`src/rtl/mem_access_stage_pkg.sv`:
```
// Shared types and constants for the MEM pipeline stage.
package mem_access_stage_pkg;

    localparam int unsigned XLEN = 32;

    typedef enum logic [1:0] {
        ST_IDLE = 2'd0,
        ST_WAIT = 2'd1,
        ST_DONE = 2'd2
    } state_t;

    localparam logic [1:0] SZ_B = 2'b00;
    localparam logic [1:0] SZ_H = 2'b01;
    localparam logic [1:0] SZ_W = 2'b10;

    localparam logic [3:0] BE_B0   = 4'b0001;
    localparam logic [3:0] BE_H_LO = 4'b0011;
    localparam logic [3:0] BE_H_HI = 4'b1100;
    localparam logic [3:0] BE_W    = 4'b1111;

    // Halves need even addresses, words (and the reserved size) need 4-byte alignment.
    function automatic logic is_misaligned(input logic [1:0] size, input logic [1:0] addr_lo);
        case (size)
            SZ_B:    return 1'b0;
            SZ_H:    return addr_lo[0];
            default: return (addr_lo != 2'b00);
        endcase
    endfunction

    // Byte-enable pattern shared by loads and stores.
    function automatic logic [3:0] byte_enables(input logic [1:0] size, input logic [1:0] addr_lo);
        case (size)
            SZ_B:    return BE_B0 << addr_lo;
            SZ_H:    return addr_lo[1] ? BE_H_HI : BE_H_LO;
            default: return BE_W;
        endcase
    endfunction

endpackage

```
`src/rtl/mem_access_stage_load_align.sv`:
```
// Load lane select plus sign/zero extension to a full register.
module mem_access_stage_load_align
    import mem_access_stage_pkg::*;
(
    input  logic [XLEN-1:0] rdata,
    input  logic [1:0]      addr_lo,
    input  logic [1:0]      size,
    input  logic            zero_ext,
    output logic [XLEN-1:0] data
);

    logic [7:0]  lane_b;
    logic [15:0] lane_h;

    // Pick the addressed byte/half and extend it.
    always_comb begin
        lane_b = rdata[7:0];
        lane_h = addr_lo[1] ? rdata[31:16] : rdata[15:0];
        data   = rdata;
        case (addr_lo)
            2'd0: lane_b = rdata[7:0];
            2'd1: lane_b = rdata[15:8];
            2'd2: lane_b = rdata[23:16];
            2'd3: lane_b = rdata[31:24];
        endcase
        case (size)
            SZ_B:    data = zero_ext ? {24'h0, lane_b} : {{24{lane_b[7]}}, lane_b};
            SZ_H:    data = zero_ext ? {16'h0, lane_h} : {{16{lane_h[15]}}, lane_h};
            default: data = rdata;
        endcase
    end

endmodule

```
`src/rtl/mem_access_stage.sv`:
```
// MEM stage: drives the data-memory req/ack port, stalls until completion,
// and presents extended load data plus pass-through fields to MEM/WB.
module mem_access_stage
    import mem_access_stage_pkg::*;
#(
    parameter int unsigned TIMEOUT = 16,
    parameter int unsigned CNT_W   = 5
) (
    input  logic              clk_i,
    input  logic              rst_i,
    input  logic              valid_i,
    input  logic              MemRead_i,
    input  logic              MemWrite_i,
    input  logic [1:0]        Size_i,
    input  logic              Unsigned_i,
    input  logic              RegWrite_i,
    input  logic              Mem2Reg_i,
    input  logic [4:0]        RDaddr_i,
    input  logic [XLEN-1:0]   ALU_data_i,
    input  logic [XLEN-1:0]   WriteData_i,
    output logic              mem_req_o,
    output logic              mem_we_o,
    output logic [XLEN-1:0]   mem_addr_o,
    output logic [3:0]        mem_be_o,
    output logic [XLEN-1:0]   mem_wdata_o,
    input  logic [XLEN-1:0]   mem_rdata_i,
    input  logic              mem_ack_i,
    output logic              stall_o,
    output logic              RegWrite_o,
    output logic              Mem2Reg_o,
    output logic [XLEN-1:0]   ReadData_o,
    output logic [XLEN-1:0]   ALU_data_o,
    output logic [4:0]        RDaddr_o,
    output logic              misalign_o,
    output logic              timeout_o
);

    localparam logic [CNT_W-1:0] CNT_LAST = CNT_W'(TIMEOUT - 1);

    state_t            state_q, state_d;
    logic [CNT_W-1:0]  cnt_q, cnt_d;
    logic [XLEN-1:0]   rbuf_q, rbuf_d;
    logic              abort_q, abort_d;

    logic              memop;
    logic              misaligned;
    logic              req, stall, misalign, tmo, wb_kill;
    logic [XLEN-1:0]   load_data;
    logic [XLEN-1:0]   rd_data;

    assign memop      = valid_i & (MemRead_i | MemWrite_i);
    assign misaligned = is_misaligned(Size_i, ALU_data_i[1:0]);

    // Lane steering of the load buffer; inputs are frozen while it is consumed.
    mem_access_stage_load_align u_load_align (
        .rdata    (rbuf_q),
        .addr_lo  (ALU_data_i[1:0]),
        .size     (Size_i),
        .zero_ext (Unsigned_i),
        .data     (load_data)
    );

    // State, wait counter, load buffer and abort flag.
    always_ff @(posedge clk_i or negedge rst_i) begin
        if (!rst_i) begin
            state_q <= ST_IDLE;
            cnt_q   <= '0;
            rbuf_q  <= '0;
            abort_q <= 1'b0;
        end else begin
            state_q <= state_d;
            cnt_q   <= cnt_d;
            rbuf_q  <= rbuf_d;
            abort_q <= abort_d;
        end
    end

    // Next state and stage control.
    always_comb begin
        state_d  = state_q;
        cnt_d    = cnt_q;
        rbuf_d   = rbuf_q;
        abort_d  = abort_q;
        req      = 1'b0;
        stall    = 1'b0;
        misalign = 1'b0;
        tmo      = 1'b0;
        wb_kill  = 1'b0;
        rd_data  = '0;
        case (state_q)
            ST_IDLE: begin
                if (memop) begin
                    if (misaligned) begin
                        misalign = 1'b1;
                        wb_kill  = 1'b1;
                    end else begin
                        req     = 1'b1;
                        stall   = 1'b1;
                        abort_d = 1'b0;
                        if (mem_ack_i) begin
                            rbuf_d  = mem_rdata_i;
                            cnt_d   = '0;
                            state_d = ST_DONE;
                        end else begin
                            // The issue cycle counts as the first request cycle.
                            cnt_d   = CNT_W'(1);
                            state_d = ST_WAIT;
                        end
                    end
                end
            end
            ST_WAIT: begin
                req   = 1'b1;
                stall = 1'b1;
                if (mem_ack_i) begin
                    rbuf_d  = mem_rdata_i;
                    cnt_d   = '0;
                    state_d = ST_DONE;
                end else if (cnt_q == CNT_LAST) begin
                    tmo     = 1'b1;
                    rbuf_d  = '0;
                    abort_d = 1'b1;
                    cnt_d   = '0;
                    state_d = ST_DONE;
                end else begin
                    cnt_d = cnt_q + CNT_W'(1);
                end
            end
            ST_DONE: begin
                rd_data = MemRead_i ? load_data : '0;
                wb_kill = abort_q;
                abort_d = 1'b0;
                state_d = ST_IDLE;
            end
            default: begin
                state_d = ST_IDLE;
            end
        endcase
    end

    // Port drive; control strobes drop as soon as reset asserts.
    assign mem_req_o   = req & rst_i;
    assign stall_o     = stall & rst_i;
    assign misalign_o  = misalign & rst_i;
    assign timeout_o   = tmo & rst_i;
    assign mem_we_o    = MemWrite_i & mem_req_o;
    assign mem_addr_o  = {ALU_data_i[31:2], 2'b00};
    assign mem_be_o    = byte_enables(Size_i, ALU_data_i[1:0]);

    // Replicate store data across the lanes selected by the byte enables.
    always_comb begin
        mem_wdata_o = WriteData_i;
        case (Size_i)
            SZ_B:    mem_wdata_o = {4{WriteData_i[7:0]}};
            SZ_H:    mem_wdata_o = {2{WriteData_i[15:0]}};
            default: mem_wdata_o = WriteData_i;
        endcase
    end

    assign RegWrite_o = RegWrite_i & valid_i & ~wb_kill;
    assign Mem2Reg_o  = Mem2Reg_i;
    assign RDaddr_o   = RDaddr_i;
    assign ALU_data_o = ALU_data_i;
    assign ReadData_o = rd_data;

endmodule

```
`config.mk`:
```
export PLATFORM = sky130hd
export DESIGN_NAME = mem_access_stage
export DESIGN_NICKNAME = d
export VERILOG_FILES = /design/src/rtl/mem_access_stage_pkg.sv /design/src/rtl/mem_access_stage_load_align.sv /design/src/rtl/mem_access_stage.sv
export SDC_FILE = /design/constraint.sdc
export NUM_CORES = 1
export LEC_CHECK = 0
export BUFFER_PORTS_ARGS = -buffer_cell sky130_fd_sc_hd__buf_4
export CAP_MARGIN = 25
export CORE_AREA = 2 2 101 103
export CTS_CLUSTER_SIZE = 24
export DETAILED_ROUTE_END_ITERATION = 10
export DIE_AREA = 0 0 103 105
export GPL_TIMING_DRIVEN = 0
export PLACE_DENSITY = 0.8
export SYNTH_ARGS = -nofsm -noshare
export SYNTH_HDL_FRONTEND = slang
export SYNTH_SLANG_ARGS = --single-unit
export TNS_END_PERCENT = 5
```
`constraint.sdc`:
```
create_clock -name clk_i -period 2.22 [get_ports clk_i]
set_input_delay 0.111 -clock clk_i [delete_from_list [all_inputs] [get_ports clk_i]]
set_output_delay 0.111 -clock clk_i [all_outputs]
set_load 0.02 [all_outputs]
```
==> run metrics, run 1 <==
P per Cell Area=562 nW/um^2; worst hold path depth=2; crit path capture type=output pin; P_leak=3.03 nW; Starting Density=36.5%; Tot GR Track Use=25.8%; Startpoint Class=register; RSZ-0062 raised after global routing=no; reg2reg setup slack=0.29 ns; vias in the first global route=3822; PortBufs=216; met3 usage=4.62%; crit path time final=2.09 ns; Hold Path Origin=mem_ack_i; Reg2Reg Launch Point=cnt_q[0]$_DFFE_PN0P_; sequential fraction of the synthesis area=28.5%; top_reg_cell synth=dfrtp_1; Die Span X=103 um; initial DRC count=346; reg2reg end=rbuf_q[1]$_DFFE_PN0P_; Synth Warn #=0; # Max-Cap Violations=0; grt met2 use=42.2%; crit path DAT=1.98 ns; Placement Rows=36; Final GP Congestion=1.02; Setup CP Type=reg -> out; worst hold path class=in -> reg; Hold Fails Final Rpt=0; core footprint=9640 um^2; outcome=complete, no violations; CTS Root Cell=clkbuf_8; final critical-path share of the clock period=94.0%; Die Area=10800 um^2; Least-Margin Pin Slew=0.579 ns; top-count cell post-synth=nand2_1; H-tree levels=2; mapped cell area=3520 um^2; nets=772; clk buf depth=2; cell count after synthesis=432; CTS buffer count=5; remaining antenna violation count=0; grt ovf=0; largest net degree at the start of global routing=44; DRC errors left=0; hold slack=0.0284 ns; maximum clock frequency=479 MHz; Die H=105 um; Async S/R FF share, synth=100%; Post-DP HPWL=11.7 mm; Clock Latency Late Sink=0.30 ns; Worst EP required=2.11 ns; worst reg-to-reg path cell count=6; Reg clk slew, reported paths=0.08 ns; synth-to-layout area growth=55.6%; largest area contributor in the netlist=dfrtp_1; final wirelength=14.4 mm; first-pass GRT wire length=21.5 mm; post-route setup TNS=0 ns; layer with the highest usage=met2; vias=3898; Max-slew headroom=61.3%; M1 GR Usage=35.3%; via/cell ratio=4.92; WL/cell=18.2 um; commonest cells in the synthesized netlist=nand2_1, buf_4, mux2i_1, dfrtp_1, inv_1; worst-case clock skew=0.00641 ns; hold worst-path end=state_q[0]$_DFFE_PN0P_; Yosys top cell area share=28.5%; setup violators final=0; Distinct cells, synth=38; DRT Pass-1 Iters=5; EDFF count, synth=0; # diodes=0; synthesis-stage register bit count=40; IO Count=256; top cells by area, synth=dfrtp_1, buf_4, mux2i_1; TritonCTS clock tree=done; critical path peak fanout=10; peak supply drop=585 uV; max-slew violation count=0; CTS Sinks=40; mean post-synth cell area=8.14 um^2; share of cells above drive strength 1=52.4%; initial antenna violation count=0
[what timing repair did]
item / CTS / global route
endpoints found under the setup margin: 26 / 17
hold buffers: 1 / 0
gates resized for setup: 4 / 3
buffers inserted: 2 / 1
hold endpoints to repair: 40 / 0
pin swaps: 0 / 1
[worst max-delay path: stages, from the launching register on]
cell and delay (ns):
dfrtp_1 0.43, mux4_2 0.49, nor2b_4 0.16, o21ai_4 0.18
buf_6 0.18, nand2_1 0.07, buf_4 0.16
[flip-flops by register name (all words and copies together), names as in the netlist]
name and cells:
state_q 2, cnt_q 5, rbuf_q 32, abort_q 1
[cells in the final DEF, fill, tap and decap left out, types with 2 or more instances in the layout]
cell type | synthesis | final
a21oi_1 | 5 | 5
a221oi_1 | 7 | 5
a221oi_2 | 0 | 2
a22oi_1 | 8 | 8
a31oi_1 | 4 | 4
and2_1 | 2 | 2
and3_1 | 5 | 4
buf_2 | 7 | 7
buf_4 | 79 | 298
buf_6 | 4 | 4
clkbuf_1 | 8 | 9
clkbuf_8 | 0 | 5
conb_1 | 1 | 2
dfrtp_1 | 40 | 40
inv_1 | 35 | 35
mux2_2 | 17 | 17
mux2i_1 | 47 | 47
nand2_1 | 87 | 86
nand2b_1 | 3 | 3
nand3_1 | 4 | 4
nand4_1 | 2 | 2
nor2_1 | 11 | 10
o21a_1 | 2 | 2
o21ai_0 | 28 | 28
o21ai_2 | 2 | 2
o22ai_1 | 7 | 7
o31a_1 | 2 | 2
[stage by stage]
stage / instance area, um^2 / worst slack, ns / utilization [%] / instances / total power, mW
finish: 5470 / 0.133 / 56.8 / 793 / 3.07
CTS: 5460 / 0.00764 / 56.7 / 793 / 3.07
detailed placement: 5310 / 0.0628 / 55.1 / 782 / 2.45
floorplan: 3520 / 0.485 / - / 433 / 1.90
global placement: 5310 / 0.0982 / 55.1 / 782 / 2.41
global route: 5470 / 0.0278 / 56.8 / 793 / 3.24
[cell families (layout without fill, tap and decap cells)]
| kind of cell | after synthesis | after routing | synth area share, % |
|---|---|---|---|
| AOI/OAI and AO/OA | 69 | 69 | 12.9 |
| adders and majority gates | 1 | 1 | 0.356 |
| buffers and inverters | 135 | 362 | 23.9 |
| DFF | 40 | 40 | 28.5 |
| muxes | 65 | 65 | 19.5 |
| other | 1 | 2 | 0.107 |
| and+or+nand+nor | 121 | 121 | 14.8 |
[per-layer routing]
| layer | part of all wire, % | up-vias |
|---|---|---|
| li1 | - | 1815 |
| met3 | 7.9 | 20 |
| met2 | 49 | 198 |
| met1 | 42 | 1865 |
| met5 | 0 | - |
| met4 | 1.4 | 0 |
[worst max path at each step]
stage                                       from        endpoint  slack [ns]  cells past startpoint
after floorplan           state_q[1]$_DFFE_PN0P_        mem_we_o        0.48                      5
after global placement    state_q[0]$_DFFE_PN0P_   ReadData_o[9]         0.1                      5
after detailed placement  state_q[0]$_DFFE_PN0P_   ReadData_o[9]        0.06                      5
after CTS                 rbuf_q[23]$_DFFE_PN0P_  ReadData_o[27]       0.008                      6
after global routing      rbuf_q[23]$_DFFE_PN0P_  ReadData_o[27]        0.03                      6
final                     rbuf_q[23]$_DFFE_PN0P_  ReadData_o[27]        0.13                      6
[final cells by class]
class	instances	area, um^2
buffer	99	707
clock buffer	6	72.6
clock inverter	2	35.0
fill	922	4170
inverter	35	131
multi-input combinational	258	1710
sequential	40	1000
tap	133	166
timing repair buffer	220	1650
[where the power goes]
part,internal [mW],switching [mW],leakage (nW),total (mW)
Combinational,0.628,0.659,2.50,1.29
Sequential,0.949,0.237,0.479,1.19
Clock,0.334,0.267,0.0552,0.601
(Power assumes the default switching activity.)
==> run 2: changes to the inputs <==
--- a/config.mk
+++ b/config.mk
@@ -5,14 +5,14 @@
 export SDC_FILE = /design/constraint.sdc
 export NUM_CORES = 1
 export LEC_CHECK = 0
-export BUFFER_PORTS_ARGS = -buffer_cell sky130_fd_sc_hd__buf_4
 export CAP_MARGIN = 25
-export CORE_AREA = 2 2 101 103
+export CORE_AREA = 2 2 98 100
 export CTS_CLUSTER_SIZE = 24
 export DETAILED_ROUTE_END_ITERATION = 10
-export DIE_AREA = 0 0 103 105
+export DIE_AREA = 0 0 100 102
+export DONT_BUFFER_PORTS = 1
 export GPL_TIMING_DRIVEN = 0
-export PLACE_DENSITY = 0.8
+export PLACE_DENSITY = 0.62
 export SYNTH_ARGS = -nofsm -noshare
 export SYNTH_HDL_FRONTEND = slang
 export SYNTH_SLANG_ARGS = --single-unit
==> constraint.sdc (replaced) <==
create_clock -name clk_i -period 1.7 [get_ports clk_i]
set_input_delay 0.085 -clock clk_i [delete_from_list [all_inputs] [get_ports clk_i]]
set_output_delay 0.085 -clock clk_i [all_outputs]
set_load 0.02 [all_outputs]
==> run 2 against run 1 <==
Against the previous run:
- the flow now finishes with violations (setup timing)
- worst hold slack worse by 0.010 ns
- total power increased by 22%
- register-to-register slack got worse by 0.44 ns
- die area down 5.7%
- cell area decreased by 17%
- clock skew shrank 0.0012 ns
- sequential power increased by 29%
- non-clock buffer count down 169
==> run metrics, run 2 (synthesized netlist as in run 1, its figures left out) <==
outcome=complete, but fails checks; failing checks=setup timing; Die H=102 um; crit path DAT=1.87 ns; Max-slew headroom=32.1%; share of cells above drive strength 1=38.3%; Crit-path slowest cell=mux4_2; DRC errors left=0; grt ovf=0; synth-to-layout area growth=28.6%; post-route setup TNS=-7.48 ns; Reg clk slew, reported paths=0.08 ns; placed cell count=546; Die Span X=100 um; setup violators final=58; most frequent cells in the layout=buf_4, nand2_1, mux2i_1; Regs by FF count=rbuf_q x32, cnt_q x5, state_q x2; Startpoint Class=register; vias in the first global route=3256; Clock Latency Late Sink=0.29 ns; worst-case clock skew=0.00526 ns; max-slew violation count=0; PortBufs=0; remaining antenna violation count=0; initial antenna violation count=0; Placement Rows=35; IO Count=256; Top delay family on crit path=multiplexers; Worst EP required=1.62 ns; P per Cell Area=832 nW/um^2; largest net degree at the start of global routing=41; Design Area, Final=4520 um^2; H-tree levels=2; Least-Margin Pin Slew=1.01 ns; worst path bufs/invs=1; initial DRC count=200; nets=603; TritonCTS clock tree=done; core footprint=9110 um^2; Hold Fails Final Rpt=0; Setup CP Type=reg -> out; Final Util=49.7%; worst hold path class=in -> reg; Largest stage delay, worst path=0.49 ns; most common cell after layout, fill and taps aside=buf_4; RSZ-0062 raised after global routing=yes; Biggest register=rbuf_q; Tot GR Track Use=24.6%; first-pass GRT wire length=18.8 mm; CTS buffer count=5; # Max-Cap Violations=0; maximum clock frequency=512 MHz; max FFs per register=32; Starting Density=38.6%; total power=3.77 mW; # diodes=0; final critical-path share of the clock period=115%; vias=3276; placed inst area=3670 um^2; P_leak=2.23 nW; Final WS setup=-0.252 ns; via/cell ratio=5.44; crit path capture type=output pin; critical path peak fanout=10; CTS Sinks=40; CTS Root Cell=clkbuf_8; fin cells=602; final wirelength=13.5 mm; crit path time final=1.95 ns; Final GP Congestion=0.844; peak supply drop=584 uV; Post-DP HPWL=10.5 mm; WL/cell=22.4 um; clk buf depth=2; critical path cell sequence=mux4_2 > nor2b_4 > o21ai_4 > buf_12 > nand2_2; Die Area=10200 um^2; DRT Pass-1 Iters=4; Fill cells=872
[run 2: cell types whose count changed in the layout (fill, tap and decap cells not counted), moves of 13 or more]
cell           change
nand2_2           +15
buf_4            -209
o21ai_0           -13
nand2_1           -17
dlygate4sd3_1     +32
[run 2: cell type report]
class | count | area (um^2) | share of cell area [%]
clock inverter | 2 | 10.0 | 0.221
tap | 111 | 139 | 3.07
clock buffer | 6 | 82.6 | 1.83
inverter | 35 | 134 | 2.96
sequential | 40 | 1000 | 22.2
buffer | 99 | 743 | 16.4
timing repair buffer | 51 | 484 | 10.7
multi-input combinational | 258 | 1930 | 42.6
[run 2: stage by stage]
step	hold WS [ns]	setup slack, ns
floorplan	-0.211	0.0680
global placement	-0.209	-0.428
detailed placement	-0.209	-0.474
CTS	0.00478	-0.234
global route	0.00119	-0.294
finish	0.0182	-0.252
[run 2: where the power goes]
group	switching, mW	internal, mW
Sequential	0.303	1.24
Clock	0.346	0.324
Combinational	0.899	0.654
Total	1.55	2.22
[run 2: path summary, 6_finish.rpt]
path | slack (ns) | end | depth (start not counted) | start
setup reg to reg | -0.15 | rbuf_q[28]$_DFFE_PN0P_ | 6 | cnt_q[0]$_DFFE_PN0P_
hold reg to reg | 0.50 | cnt_q[4]$_DFFE_PN0P_ | 1 | cnt_q[4]$_DFFE_PN0P_
setup / recovery | -0.25 | ReadData_o[26] | 5 | rbuf_q[31]$_DFFE_PN0P_
min in group asynchronous | 0.29 | rbuf_q[1]$_DFFE_PN0P_ | 2 | rst_i
hold / removal | 0.02 | rbuf_q[30]$_DFFE_PN0P_ | 2 | mem_rdata_i[30]
max in group asynchronous | 1.20 | state_q[0]$_DFFE_PN0P_ | 2 | rst_i
[run 2: timing repair]
action                                 4_1_cts  5_1_grt
setup endpoints to repair                   67       68
pin swaps                                    4        2
gates resized for setup                     77       11
hold buffers                                34        0
endpoints found under the hold margin       74        0
buffers inserted                             9        5
[run 2: metal layers]
| layer | global-route usage [%] | wire length (um) | vias up |
|---|---|---|---|
| met4 | 8.22 | 368 | 0 |
| met3 | 8.55 | 1280 | 24 |
| li1 | - | - | 1485 |
| met1 | 27.3 | 4910 | 1602 |
| met5 | 0 | 0 | - |
| met2 | 44.4 | 6920 | 165 |
[run 2: worst reg2reg max path: stages (launching register included)]
cell     delay, ns
dfrtp_1       0.40
ha_2          0.22
and4b_2       0.30
o21ai_2       0.09
a21oi_4       0.29
buf_8         0.21
mux2i_1       0.25
==> run 3: changes to the inputs <==
--- a/config.mk
+++ b/config.mk
@@ -5,6 +5,7 @@
 export SDC_FILE = /design/constraint.sdc
 export NUM_CORES = 1
 export LEC_CHECK = 0
+export ABC_AREA = 1
 export CAP_MARGIN = 25
 export CORE_AREA = 2 2 98 100
 export CTS_CLUSTER_SIZE = 24
==> run 3 against run 2 <==
Against the previous run:
- the run still ends with setup timing left
- cell area up 0.11%
- critical endpoint is now ReadData_o[29]
- largest cell class unchanged
- sequential power increased by 19%
- highest routed layer unchanged
- clock skew grew 0.0029 ns
==> run metrics, run 3 <==
final wirelength=13.1 mm; max-slew violation count=0; Hold Fails Final Rpt=0; hold slack=0.0277 ns; mean post-synth cell area=6.77 um^2; Design Area, Final=4530 um^2; sequential fraction of the synthesis area=28.4%; CTS buffer count=5; DRT Pass-1 Iters=5; crit path time final=1.75 ns; initial antenna violation count=0; Die Area=10200 um^2; Regs by FF count=rbuf_q x32, cnt_q x5, state_q x2; remaining antenna violation count=0; # Max-Cap Violations=0; Final GP Congestion=0.882; Final WS setup=-0.0469 ns; Synth Warn #=0; Clock Latency Late Sink=0.30 ns; Yosys top cell area share=28.4%; CTS Root Cell=clkbuf_8; CTS Sinks=40; Placement Rows=35; nets=690; Setup CP Type=reg -> out; Crit-path slowest cell=dfrtp_1; P per Cell Area=1220 nW/um^2; largest area contributor in the netlist=dfrtp_1; core footprint=9110 um^2; critical path cell sequence=inv_2 > nand2_2 > nor2_4 > buf_12 > buf_8 > nand2_8 > buf_12 > nor2_4; # diodes=0; final critical-path share of the clock period=103%; Die H=102 um; vias in the first global route=3384; RSZ-0062 raised after global routing=yes; grt ovf=0; Worst EP required=1.62 ns; most frequent cells in the layout=nand2_1, buf_4, dfrtp_1; Top delay family on crit path=buffers and inverters; Largest stage delay, worst path=0.43 ns; Starting Density=38.7%; failing checks=setup timing; synth-to-layout area growth=28.6%; top_reg_cell synth=dfrtp_1; synthesis-stage register bit count=40; Startpoint Class=register; WL/cell=19.1 um; max FFs per register=32; setup violators final=17; vias=3542; top-count cell post-synth=nand2_1; Reg clk slew, reported paths=0.08 ns; Async S/R FF share, synth=100%; DRC errors left=0; worst-case clock skew=0.00820 ns; Tot GR Track Use=24.5%; Least-Margin Pin Slew=0.819 ns; placed inst area=3660 um^2; PortBufs=0; cell count after synthesis=520; initial DRC count=195; peak supply drop=749 uV; Distinct cells, synth=37; largest net degree at the start of global routing=41; share of cells above drive strength 1=30.6%; P_leak=2.33 nW; maximum clock frequency=572 MHz; critical path peak fanout=8; crit path capture type=output pin; outcome=complete, but fails checks; Biggest register=rbuf_q; crit path DAT=1.66 ns; EDFF count, synth=0; commonest cells in the synthesized netlist=nand2_1, buf_4, nor2_1, dfrtp_1, inv_1; worst path bufs/invs=4; Max-slew headroom=44.9%; mapped cell area=3520 um^2; clk buf depth=2; Post-DP HPWL=10.5 mm; via/cell ratio=5.14; worst hold path class=in -> reg; first-pass GRT wire length=18.8 mm; TritonCTS clock tree=done; most common cell after layout, fill and taps aside=nand2_1; Die Span X=100 um; H-tree levels=2; top cells by area, synth=dfrtp_1, buf_4, nand2_1; IO Count=256; total power=5.53 mW; reg2reg setup slack=0.04 ns
## run 3: cell count changes after synthesis, sizes merged, moves of 3 or more
| cell | before | now |
|---|---|---|
| mux2 | 17 | 0 |
| a31oi | 4 | 0 |
| a221oi | 7 | 0 |
| a22oi | 8 | 0 |
| o21ai | 31 | 51 |
| nand2b | 3 | 0 |
| o211ai | 0 | 4 |
| nor2 | 12 | 56 |
| a211oi | 0 | 7 |
| and3 | 5 | 1 |
| mux2i | 47 | 7 |
| inv | 35 | 45 |
| nand3 | 4 | 21 |
| nand2 | 87 | 164 |
## run 3: cell families (layout without fill, tap and decap cells)
logic type                 count (synthesis)  after routing  synth area share [%]
other                                      1              2                 0.107
adders and majority gates                  1              1                 0.355
AOI/OAI and AO/OA                         79             79                  13.4
DFF                                       40             40                  28.4
and+or+nand+nor                          247            247                  30.0
muxes                                      7              7                  1.99
xor gates and xnor gates                   1              1                 0.249
buffers and inverters                    144            201                  25.5
## run 3: final cells by class
type / count / area, um^2
Inverter: 45 / 171
Multi-Input combinational cell: 337 / 1830
Timing Repair Buffer: 49 / 513
Tap cell: 111 / 139
Sequential cell: 40 / 1000
Clock buffer: 5 / 68.8
Clock inverter: 3 / 42.5
Buffer: 99 / 763
Fill cell: 884 / 4580
## run 3: per-stage QoR
| step | setup TNS (ns) | worst slack, ns | util [%] | std cells |
|---|---|---|---|---|
| 6_report | -0.594 | -0.0469 | 49.7 | 689 |
| 5_1_grt | -3.44 | -0.128 | 49.7 | 689 |
| 4_1_cts | -0.806 | -0.0673 | 49.0 | 687 |
| 3_5_place_dp | -1.61 | -0.305 | 40.2 | 632 |
| 3_3_place_gp | -1.09 | -0.273 | 40.2 | 632 |
| 2_1_floorplan | 0 | 0.0706 | - | 521 |
## run 3: metal layers
layer / up-vias / GRT usage [%] / wire length [um]
li1: 1680 / - / -
met1: 1659 / 32.2 / 5340
met2: 185 / 39.2 / 6180
met3: 18 / 7.59 / 1330
met4: 0 / 7.17 / 286
met5: - / 0 / 0
## run 3: final timing paths
path | start | to | depth (start not counted)
setup / recovery | state_q[0]$_DFFE_PN0P_ | ReadData_o[29] | 8
hold / removal | mem_ack_i | state_q[0]$_DFFE_PN0P_ | 3
setup reg to reg | state_q[0]$_DFFE_PN0P_ | rbuf_q[1]$_DFFE_PN0P_ | 10
hold reg to reg | rbuf_q[7]$_DFFE_PN0P_ | rbuf_q[7]$_DFFE_PN0P_ | 2
max in group asynchronous | rst_i | state_q[1]$_DFFE_PN0P_ | 2
min in group asynchronous | rst_i | abort_q$_DFFE_PN0P_ | 2
## run 3: where the power goes
group | switching, mW | internal, mW
registers | 0.476 | 1.36
clock network | 0.344 | 0.434
logic | 1.79 | 1.13
## run 3: timing repair
item	4_1_cts	5_1_grt
hold endpoints to repair	73	0
gates resized for setup	52	23
setup endpoints to repair	46	64
buffers inserted	11	0
pin swaps	14	6
hold buffers	35	0
cloned	1	0
## run 3: tightest hold or removal path: cells and delay by family
family | cells | cell delay [ns]
AND/OR/NAND/NOR | 2 | 0.08
AO/OA/AOI/OAI | 1 | 0.12
